<file path="src/rtl/wt_snoop_inv_ctrl.sv">
// Snoop-to-invalidate controller: turns ACE invalidating snoops into parallel
// I$/D$ line invalidations and answers every snoop on CR without data.
module wt_snoop_inv_ctrl #(
    parameter int unsigned PLEN            = 56,
    parameter int unsigned ICacheLineBytes = 16,
    parameter int unsigned DCacheLineBytes = 16
) (
    input  logic            clk_i,
    input  logic            rst_ni,
    input  logic            ac_valid_i,
    output logic            ac_ready_o,
    input  logic [PLEN-1:0] ac_addr_i,
    input  logic [3:0]      ac_snoop_i,
    output logic            cr_valid_o,
    input  logic            cr_ready_i,
    output logic [4:0]      cr_resp_o,
    output logic            icache_inv_req_o,
    output logic [PLEN-1:0] icache_inv_addr_o,
    input  logic            icache_inv_ack_i,
    output logic            dcache_inv_req_o,
    output logic [PLEN-1:0] dcache_inv_addr_o,
    input  logic            dcache_inv_ack_i,
    output logic [31:0]     snoop_cnt_o,
    output logic            busy_o
);

    localparam int unsigned IOFF = $clog2(ICacheLineBytes);
    localparam int unsigned DOFF = $clog2(DCacheLineBytes);
    localparam logic [PLEN-1:0] IMASK = {PLEN{1'b1}} << IOFF;
    localparam logic [PLEN-1:0] DMASK = {PLEN{1'b1}} << DOFF;
    localparam logic [4:0] RESP_IS_SHARED = 5'b01000;

    typedef enum logic [1:0] {IDLE, INV, RESP} state_t;

    state_t          state_q, state_d;
    logic            ireq_q, ireq_d, dreq_q, dreq_d;
    logic            idone_q, idone_d, ddone_q, ddone_d;
    logic [PLEN-1:0] iaddr_q, iaddr_d, daddr_q, daddr_d;
    logic            cr_valid_q, cr_valid_d;
    logic [4:0]      cr_resp_q, cr_resp_d;
    logic [31:0]     snoop_cnt_q, snoop_cnt_d;
    logic            is_inv, iack_hit, dack_hit;

    assign is_inv   = (ac_snoop_i == 4'b0111) || (ac_snoop_i == 4'b1001) ||
                      (ac_snoop_i == 4'b1101);
    // An ack only counts while its own request is being presented.
    assign iack_hit = ireq_q & icache_inv_ack_i;
    assign dack_hit = dreq_q & dcache_inv_ack_i;

    always_comb begin
        state_d     = state_q;
        ireq_d      = ireq_q;
        dreq_d      = dreq_q;
        idone_d     = idone_q;
        ddone_d     = ddone_q;
        iaddr_d     = iaddr_q;
        daddr_d     = daddr_q;
        cr_valid_d  = cr_valid_q;
        cr_resp_d   = cr_resp_q;
        snoop_cnt_d = snoop_cnt_q;
        case (state_q)
            IDLE: begin
                if (ac_valid_i) begin
                    iaddr_d = ac_addr_i & IMASK;
                    daddr_d = ac_addr_i & DMASK;
                    if (is_inv) begin
                        state_d = INV;
                        ireq_d  = 1'b1;
                        dreq_d  = 1'b1;
                    end else begin
                        state_d    = RESP;
                        cr_valid_d = 1'b1;
                        cr_resp_d  = RESP_IS_SHARED;
                    end
                end
            end
            INV: begin
                if (iack_hit) begin
                    ireq_d  = 1'b0;
                    idone_d = 1'b1;
                end
                if (dack_hit) begin
                    dreq_d  = 1'b0;
                    ddone_d = 1'b1;
                end
                if ((idone_q || iack_hit) && (ddone_q || dack_hit)) begin
                    state_d    = RESP;
                    idone_d    = 1'b0;
                    ddone_d    = 1'b0;
                    cr_valid_d = 1'b1;
                    cr_resp_d  = 5'b00000;
                end
            end
            RESP: begin
                if (cr_ready_i) begin
                    state_d     = IDLE;
                    cr_valid_d  = 1'b0;
                    cr_resp_d   = 5'b00000;
                    snoop_cnt_d = snoop_cnt_q + 32'd1;
                end
            end
            default: state_d = IDLE;
        endcase
    end

    always_ff @(posedge clk_i or negedge rst_ni) begin
        if (!rst_ni) begin
            state_q     <= IDLE;
            ireq_q      <= 1'b0;
            dreq_q      <= 1'b0;
            idone_q     <= 1'b0;
            ddone_q     <= 1'b0;
            iaddr_q     <= '0;
            daddr_q     <= '0;
            cr_valid_q  <= 1'b0;
            cr_resp_q   <= '0;
            snoop_cnt_q <= '0;
        end else begin
            state_q     <= state_d;
            ireq_q      <= ireq_d;
            dreq_q      <= dreq_d;
            idone_q     <= idone_d;
            ddone_q     <= ddone_d;
            iaddr_q     <= iaddr_d;
            daddr_q     <= daddr_d;
            cr_valid_q  <= cr_valid_d;
            cr_resp_q   <= cr_resp_d;
            snoop_cnt_q <= snoop_cnt_d;
        end
    end

    assign ac_ready_o        = (state_q == IDLE);
    assign busy_o            = (state_q != IDLE);
    assign icache_inv_req_o  = ireq_q;
    assign dcache_inv_req_o  = dreq_q;
    assign icache_inv_addr_o = iaddr_q;
    assign dcache_inv_addr_o = daddr_q;
    assign cr_valid_o        = cr_valid_q;
    assign cr_resp_o         = cr_resp_q;
    assign snoop_cnt_o       = snoop_cnt_q;

endmodule

</file>
<file path="config.mk">
export PLATFORM = sky130hd
export DESIGN_NAME = wt_snoop_inv_ctrl
export DESIGN_NICKNAME = d
export VERILOG_FILES = /design/src/rtl/wt_snoop_inv_ctrl.sv
export SDC_FILE = /design/constraint.sdc
export NUM_CORES = 1
export LEC_CHECK = 0
export CORE_ASPECT_RATIO = 1.75
export CORE_MARGIN = 1.5
export CORE_UTILIZATION = 43
export CTS_BUF_LIST = sky130_fd_sc_hd__clkbuf_8 sky130_fd_sc_hd__clkbuf_16
export CTS_CLUSTER_SIZE = 12
export DETAILED_ROUTE_END_ITERATION = 16
export GPL_TIMING_DRIVEN = 0
export PLACE_DENSITY = 0.95
export SYNTH_ARGS = -nofsm -noshare
export SYNTH_HDL_FRONTEND = slang
export SYNTH_SLANG_ARGS = --single-unit
</file>
<file path="constraint.sdc">
create_clock -name clk_i -period 5.15 [get_ports clk_i]
set_input_delay 1.03 -clock clk_i [delete_from_list [all_inputs] [get_ports clk_i]]
set_output_delay 1.03 -clock clk_i [all_outputs]
set_load 0.02 [all_outputs]
</file>
=== After elaboration in Yosys (flattened, before gate mapping) ===
Cells that the tools add are included.
W data, S select, Z words.

* Input bits: 66
* Output and inout port bits: 154
* Register bits: 96
* Word-level logic and storage cells: 68

* Bitwise logic cells: 2
* Multiplexer cells: 25
* Reductions and logical operators: 19
* $add $sub $neg: 1
* Equal/unequal tests: 12

{| class="wikitable"
|+ Operator list
! kind !! count
|-
| $add A32 B1 Y32 const B || 1
|-
| $mux W5 || 4
|-
| $pmux W5 S3 || 1
|-
| $mux W1 || 12
|-
| $ne A2 B2 Y1 const B || 6
|-
| $eq A4 B4 Y1 const B || 2
|-
| $mux W2 || 4
|-
| $reduce_and A2 Y1 || 4
|-
| $reduce_and A4 Y1 || 2
|-
| $reduce_bool A2 Y1 || 4
|-
| $pmux W2 S3 || 1
|-
| $reduce_and A5 Y1 || 1
|-
| $eq A4 B3 Y1 const B || 1
|-
| $logic_or A1 B1 Y1 || 4
|-
| $pmux W1 S2 || 2
|-
| $pmux W1 S3 || 1
|-
| $reduce_and A3 Y1 || 1
|-
| $reduce_bool A3 Y1 || 1
|-
| $and A1 B1 Y1 || 2
|-
| $eq A2 B1 Y1 const B || 1
|-
| $eq A2 B2 Y1 const B || 1
|-
| $logic_not A2 Y1 || 1
|-
| $ne A2 B1 Y1 const B || 1
|-
| $logic_and A1 B1 Y1 || 1
|}

=== Logic depth before layout (Yosys ltp) ===
Gate-level depths: netlist of run 1.

* Depth after elaboration: 6
* Gate-level depth with buffers: 7

=== Worst setup path before layout of run 1 ===
Ideal clock, no wire load.

* Path kind: input -> register
* Start point: input cr_ready_i
* End point: register snoop_cnt_q[28], in the netlist snoop_cnt_o[28]
* Slack: 2.815 ns
* Stages: 5
* Path buffers: 1
* Arrival time: 2.256 ns
* Path through: nand3_1 -> or4_4 -> buf_6 -> nor4_1 -> xor2_1

* Longest elaborated chain between the ends: 1

{| class="wikitable"
|+ Ends and longest elaborated chain
! what !! line !! RTL
|-
| from (decl) || 15 || <nowiki>input logic cr_ready_i,</nowiki>
|-
| $reduce_and A2 Y1 (no line) || n/a ||
|-
| to (signal assigned) || 128 || <nowiki>snoop_cnt_q <= snoop_cnt_d;</nowiki>
|-
| to (decl) || 41 || <nowiki>logic [31:0] snoop_cnt_q, snoop_cnt_d;</nowiki>
|}

Every way passes these cells.
A chain may end at the register's enable or synchronous reset.

=== Final worst setup path of run 1 ===
* Start point: register state_q[0]
* End point: output busy_o

* Longest elaborated chain between the ends: 1

{| class="wikitable"
|+ Ends and longest elaborated chain
! what !! line !! RTL
|-
| from (decl) || 35 || <nowiki>state_t state_q, state_d;</nowiki>
|-
| from (signal assigned) || 119 || <nowiki>state_q <= state_d;</nowiki>
|-
| $reduce_bool A2 Y1 || 133 || <nowiki>assign busy_o = (state_q != IDLE);</nowiki>
|-
| to (decl) || 24 || <nowiki>output logic busy_o</nowiki>
|}

Every way passes these cells.

==> flow_metrics.tcl, run 1 <==
set metrics [dict create \
    status "finished, final reports clean" \
    power.leakage_uw 0.00308 \
    wl_per_cell_um 16.7 \
    start_util_pct 44.1 \
    grt_most_used_layer "met2" \
    place_area_mm2 0.00660 \
    crit_type "reg2out" \
    final-hold-violation-count 0 \
    synthesis.area_mm2 0.00434 \
    dp_cells 695 \
    skew_ps 6.40 \
    post-route-min-period_ps 2890 \
    final.setup.worst_slack_ps 2260 \
    gr-usage-met1_pct 22.9 \
    synth_top_area_share_pct 53.0 \
    globalplace.congestion 0.821 \
    root_buffer "clkbuf_16" \
    grt_overflow 0 \
    area_growth_pct 59.3 \
    max-cap-violations 0 \
    required_ps 4120 \
    yosysMostFrequentCell "dfrtp_1" \
    seq_area_frac_synth_pct 53.0 \
    fp.dieH_um 136 \
    end_kind "output pin" \
    h-tree-depth 3 \
    vias 3435 \
    dieArea_mm2 0.0107 \
    nets 652 \
    io_buffer_count 203 \
    insertion_delay_ps 330 \
    fin_area_mm2 0.00692 \
    maxSlewViolCount 0 \
    cts_hold_buf 0 \
    vias_per_cell 4.83 \
    critPathMaxFanout 8 \
    cpPeakStageDelay_ps 560 \
    num_antenna_cells 0 \
    grt_max_degree 52 \
    grt_usage_pct 22.7 \
    core_mm2 0.00985 \
    drtIter0Drc 160 \
    die-width_um 79.0 \
    cp-start-kind "flop" \
    cp_data_arrival_time_ps 1860 \
    setup_violations 0 \
    drt_wl_total_um 11900 \
    dr.pass1.iters 4 \
    grt_use_met3_pct 5.44 \
    power_density_mw_per_mm2 622 \
    maxSlewHeadroom_pct 44.1 \
    drc 0 \
    crit_slowest_cell "clkdlybuf4s50_1" \
    grt_pass1_vias 3596 \
    cts_sinks 92 \
    crit_chain "inv_1 -> ha_1 -> inv_1 -> clkdlybuf4s50_1" \
    synth_area_leaders "dfrtp_1 (53%), mux2_2 (14%), buf_4 (11%), xnor2_1 (3.6%), xor2_1 (2.6%)" \
    fin_cells 711 \
    syn_inst 355 \
    path_clk_slew_ps 60 \
    avgSynthCellArea_um2 12.2 \
    synth_largest_area_cell "dfrtp_1" \
    cts_buffer_depth 2 \
    yosys_warnings 0 \
    cts_tree "done" \
    hpwl_um 9470 \
    synth-seq-cells 92 \
    synthDistinctLibCells 37 \
    min_path_type "reg2reg" \
    fmaxAchievable_ghz 0.346 \
    total_power_uw 4300 \
    post-route-period-util_pct 56.1 \
    tightest_slew_ps 831 \
    postCtsSetupBuffers 0 \
    synth-edff-count 0 \
    grt_pass1_wl_um 18700 \
    ir_drop_v 0.000520 \
    cp_common_cell "inv_1" \
    rows 48 \
    synthArstFlopShare_pct 100 \
    io_pins 220 \
    rsz0062_at_grt "false" \
    antenna_found_initial 0 \
    synthTopCellsByCount "dfrtp_1 (92), buf_4 (64), mux2_2 (54)" \
    ys.flop_type "dfrtp_1" \
    use_met2_pct 43.5 \
    drive_gt1_share_pct 24.2 \
    ant_nets 0 \
    cts_resized 0 \
    cts_made_buffers 9 \
    dp_worst_setup_slack_ps 2090 \
    fillCellCount 698 \
]
[layout by cell type (no fill, tap or decap), drive strengths merged, types with 8 or more instances in the layout]
| master | n |
|---|---|
| xnor2 | 18 |
| nand2 | 16 |
| nand4 | 9 |
| nand3 | 11 |
| xor2 | 13 |
| clkdlybuf4s50 | 202 |
| conb | 12 |
| and3 | 8 |
| buf | 72 |
| dfrtp | 92 |
| clkbuf | 16 |
| mux2 | 54 |
[worst paths after layout]
| check | to | startpoint | slack (ps) | cells past startpoint |
|---|---|---|---|---|
| max | busy_o | state_q[0] | 2260 | 4 |
| min | snoop_cnt_o[31] | snoop_cnt_o[31] | 480 | 1 |
| max reg2reg | snoop_cnt_o[26] | state_q[0] | 2920 | 7 |
| min reg2reg | snoop_cnt_o[31] | snoop_cnt_o[31] | 480 | 1 |
| max in group asynchronous | icache_inv_addr_o[35] | rst_ni | 3810 | 2 |
| min in group asynchronous | snoop_cnt_o[19] | rst_ni | 690 | 1 |
[final cells by class]
type                            instances  area, um^2  share of cell area [%]
Timing Repair Buffer                  204        2060                    29.7
Buffer                                 73         523                    7.56
Multi-Input combinational cell        194        1530                    22.1
Clock inverter                          3        42.5                   0.615
Tap cell                              125         156                    2.26
Clock buffer                           13         280                    4.05
Inverter                                7        26.3                   0.380
Sequential cell                        92        2300                    33.3
[cell families after synthesis]
group,synth area share [%]
compound gates,2.16
xor+xnor,6.25
fa+ha+maj,1.44
buf+inv,12.6
flops,53.0
mux,14.5
other cells,0.0863
simple gates,9.94
[power by group]
group	switching (uW)	leakage, uW	internal, uW
registers	226	0.00114	981
clock network	262	0.000158	428
logic	1080	0.00178	1320
total	1570	0.00308	2730
[critical path, delay by kind of cell, from the launching register on]
family                     cells  cell delay (ps)
adders and majority gates      1              330
buffers and inverters          3              800
DFF                            1              400
[stage by stage]
step	utilization, %	hold slack [ps]	TNS (ps)
global placement	66.7	458	-14880
global route	70.3	503	0
finish	70.3	484	0
CTS	70.3	486	0
detailed placement	67.0	474	0
floorplan	-	478	0
[state kept, by name, summed over array words and instances, names as in the netlist]
signal and cells:
cr_valid_o 1, icache_inv_req_o 1, cr_resp_o 1, ddone_q 1, state_q 2, idone_q 1, icache_inv_addr_o 52, dcache_inv_req_o 1
snoop_cnt_o 32
[layer usage]
| layer | vias to the layer above | wire length (um) |
|---|---|---|
| met2 | 151 | 6850 |
| li1 | 1595 | - |
| met3 | 16 | 698 |
| met1 | 1673 | 4080 |
| met5 | - | 0 |
| met4 | 0 | 266 |
(Power assumes the default switching activity.)
==> run 2, diff against run 1 <==
--- a/config.mk
+++ b/config.mk
@@ -7,12 +7,12 @@
 export LEC_CHECK = 0
 export CORE_ASPECT_RATIO = 1.75
 export CORE_MARGIN = 1.5
-export CORE_UTILIZATION = 43
+export CORE_UTILIZATION = 36
 export CTS_BUF_LIST = sky130_fd_sc_hd__clkbuf_8 sky130_fd_sc_hd__clkbuf_16
 export CTS_CLUSTER_SIZE = 12
 export DETAILED_ROUTE_END_ITERATION = 16
 export GPL_TIMING_DRIVEN = 0
-export PLACE_DENSITY = 0.95
+export PLACE_DENSITY = 0.86
 export SYNTH_ARGS = -nofsm -noshare
 export SYNTH_HDL_FRONTEND = slang
 export SYNTH_SLANG_ARGS = --single-unit
==> constraint.sdc (replaced) <==
create_clock -name clk_i -period 2.6 [get_ports clk_i]
set_input_delay 0.52 -clock clk_i [delete_from_list [all_inputs] [get_ports clk_i]]
set_output_delay 0.52 -clock clk_i [all_outputs]
set_load 0.02 [all_outputs]
==> flow_metrics.tcl, run 2 (synthesis gave the netlist of run 1 again) <==
set metrics [dict create \
    ir_drop_v 0.00103 \
    required_ps 2080 \
    nets 652 \
    grt_max_degree 53 \
    max-cap-violations 0 \
    maxSlewHeadroom_pct 38.8 \
    io_pins 220 \
    fmaxAchievable_ghz 0.428 \
    post-route-min-period_ps 2340 \
    largest_reg_flops 52 \
    critPathMaxFanout 8 \
    cts_made_buffers 9 \
    post-route-util_pct 59.3 \
    dr_wl_met3_um 561 \
    postCtsSetupBuffers 0 \
    final_cell_mix "clkdlybuf4s50_1 (202), dfrtp_1 (92), buf_4 (65), mux2_2 (54), xnor2_1 (18)" \
    h-tree-depth 3 \
    skew_ps 7.67 \
    drive_gt1_share_pct 24.1 \
    p_int_uw 5330 \
    root_buffer "clkbuf_16" \
    rows 52 \
    min_path_type "in2async" \
    cts_resized 0 \
    status "finished, final reports clean" \
    dp_worst_setup_slack_ps 27.3 \
    area_growth_pct 59.1 \
    start_util_pct 37.3 \
    cts_sinks 92 \
    tightest_slew_ps 909 \
    globalplace.congestion 0.847 \
    drt_wl_total_um 11500 \
    antenna_found_initial 0 \
    core_mm2 0.0116 \
    top_layer "met4" \
    end_kind "output pin" \
    pwr-share-clk_pct 15.5 \
    total_power_uw 8400 \
    swShare_pct 36.5 \
    netSwitchingPower_uw 3060 \
    power_density_mw_per_mm2 1220 \
    final-hold-violation-count 0 \
    wl_met2_um 6650 \
    hpwl_um 9210 \
    cts_hold_buf 0 \
    drc 0 \
    maxSlewViolCount 0 \
    num_antenna_cells 0 \
    final.setup.worst_slack_ps 263 \
    setup_violations 0 \
    wl_met1_um 4000 \
    die-width_um 86.0 \
    insertion_delay_ps 330 \
    grt_pass1_vias 3707 \
    drtIter0Drc 68 \
    grt_overflow 0 \
    grt_usage_pct 18.3 \
    cts_buffer_depth 2 \
    wl_per_cell_um 15.9 \
    vias 3469 \
    dr.pass1.iters 4 \
    power.leakage_uw 0.00306 \
    fp.dieH_um 148 \
    grt_pass1_wl_um 18300 \
    layout_commonest_cell "clkdlybuf4s50_1" \
    cp_data_arrival_time_ps 1820 \
    dieArea_mm2 0.0128 \
    crit_type "reg2out" \
    vias_per_cell 4.82 \
    rsz0062_at_grt "false" \
    path_clk_slew_ps 70 \
    io_buffer_count 203 \
    seqPwrFrac_pct 28.4 \
    ant_nets 0 \
    post-route-period-util_pct 89.9 \
    cts_tree "done" \
    pwr-share-comb_pct 56.1 \
    cp-start-kind "flop" \
]
run 2: final timing paths:
check,start,end,slack (ps),cells past startpoint
max in group asynchronous,rst_ni,icache_inv_addr_o[20],1790,2
min in group clk_i,snoop_cnt_o[31],snoop_cnt_o[31],470,1
max reg2reg,state_q[0],snoop_cnt_o[30],360,7
max,state_q[0],busy_o,260,4
min,rst_ni,snoop_cnt_o[18],160,1
min reg2reg,snoop_cnt_o[31],snoop_cnt_o[31],470,1
run 2: metrics by stage:
stage / setup TNS, ps / instances / hold WS, ps / cell area [um^2]
3_3_place_gp: -203590 / 704 / 458 / 6590
6_report: 0 / 720 / 163 / 6910
5_1_grt: 0 / 720 / 199 / 6910
3_5_place_dp: 0 / 705 / 456 / 6610
2_1_floorplan: 0 / 366 / 224 / 4380
4_1_cts: 0 / 720 / 177 / 6910
run 2: worst max-delay path, cell delays in order, from the launching register on:
cell and delay, ps:
dfrtp_1 380, inv_1 90, ha_1 290, inv_1 120
clkdlybuf4s50_1 610
run 2: cell type report:
cell class | count | area (um^2)
Tap cell | 135 | 169
Fill cell | 956 | 4740
Inverter | 7 | 26.3
Buffer | 73 | 523
Sequential cell | 92 | 2300
Clock inverter | 5 | 60.1
Clock buffer | 10 | 239
Timing Repair Buffer | 204 | 2060
Multi-Input combinational cell | 194 | 1530
run 2: layer usage:
metal  GRT usage (%)  up-vias
met4            7.90        0
li1                -     1598
met5               0        -
met1            18.6     1700
met2            35.8      152
met3            2.89       19
run 2: power groups by stage:
| stage | sequential [uW] | combinational, uW | clock (uW) |
|---|---|---|---|
| after floorplan | 2900 | 2010 | 0 |
| after global placement | 2370 | 4650 | 0 |
| after detailed placement | 2410 | 4750 | 0 |
| after global routing | 2470 | 4950 | 1390 |
| after CTS | 2400 | 4760 | 1350 |
| final | 2390 | 4710 | 1300 |
==> run 3, diff against run 2 <==
--- a/config.mk
+++ b/config.mk
@@ -9,6 +9,7 @@
 export CORE_MARGIN = 1.5
 export CORE_UTILIZATION = 36
 export CTS_BUF_LIST = sky130_fd_sc_hd__clkbuf_8 sky130_fd_sc_hd__clkbuf_16
+export CTS_CLUSTER_DIAMETER = 60
 export CTS_CLUSTER_SIZE = 12
 export DETAILED_ROUTE_END_ITERATION = 16
 export GPL_TIMING_DRIVEN = 0
==> results of run 3 <==
Same layout as run 2: the final DEF is identical, and so are final timing and power.
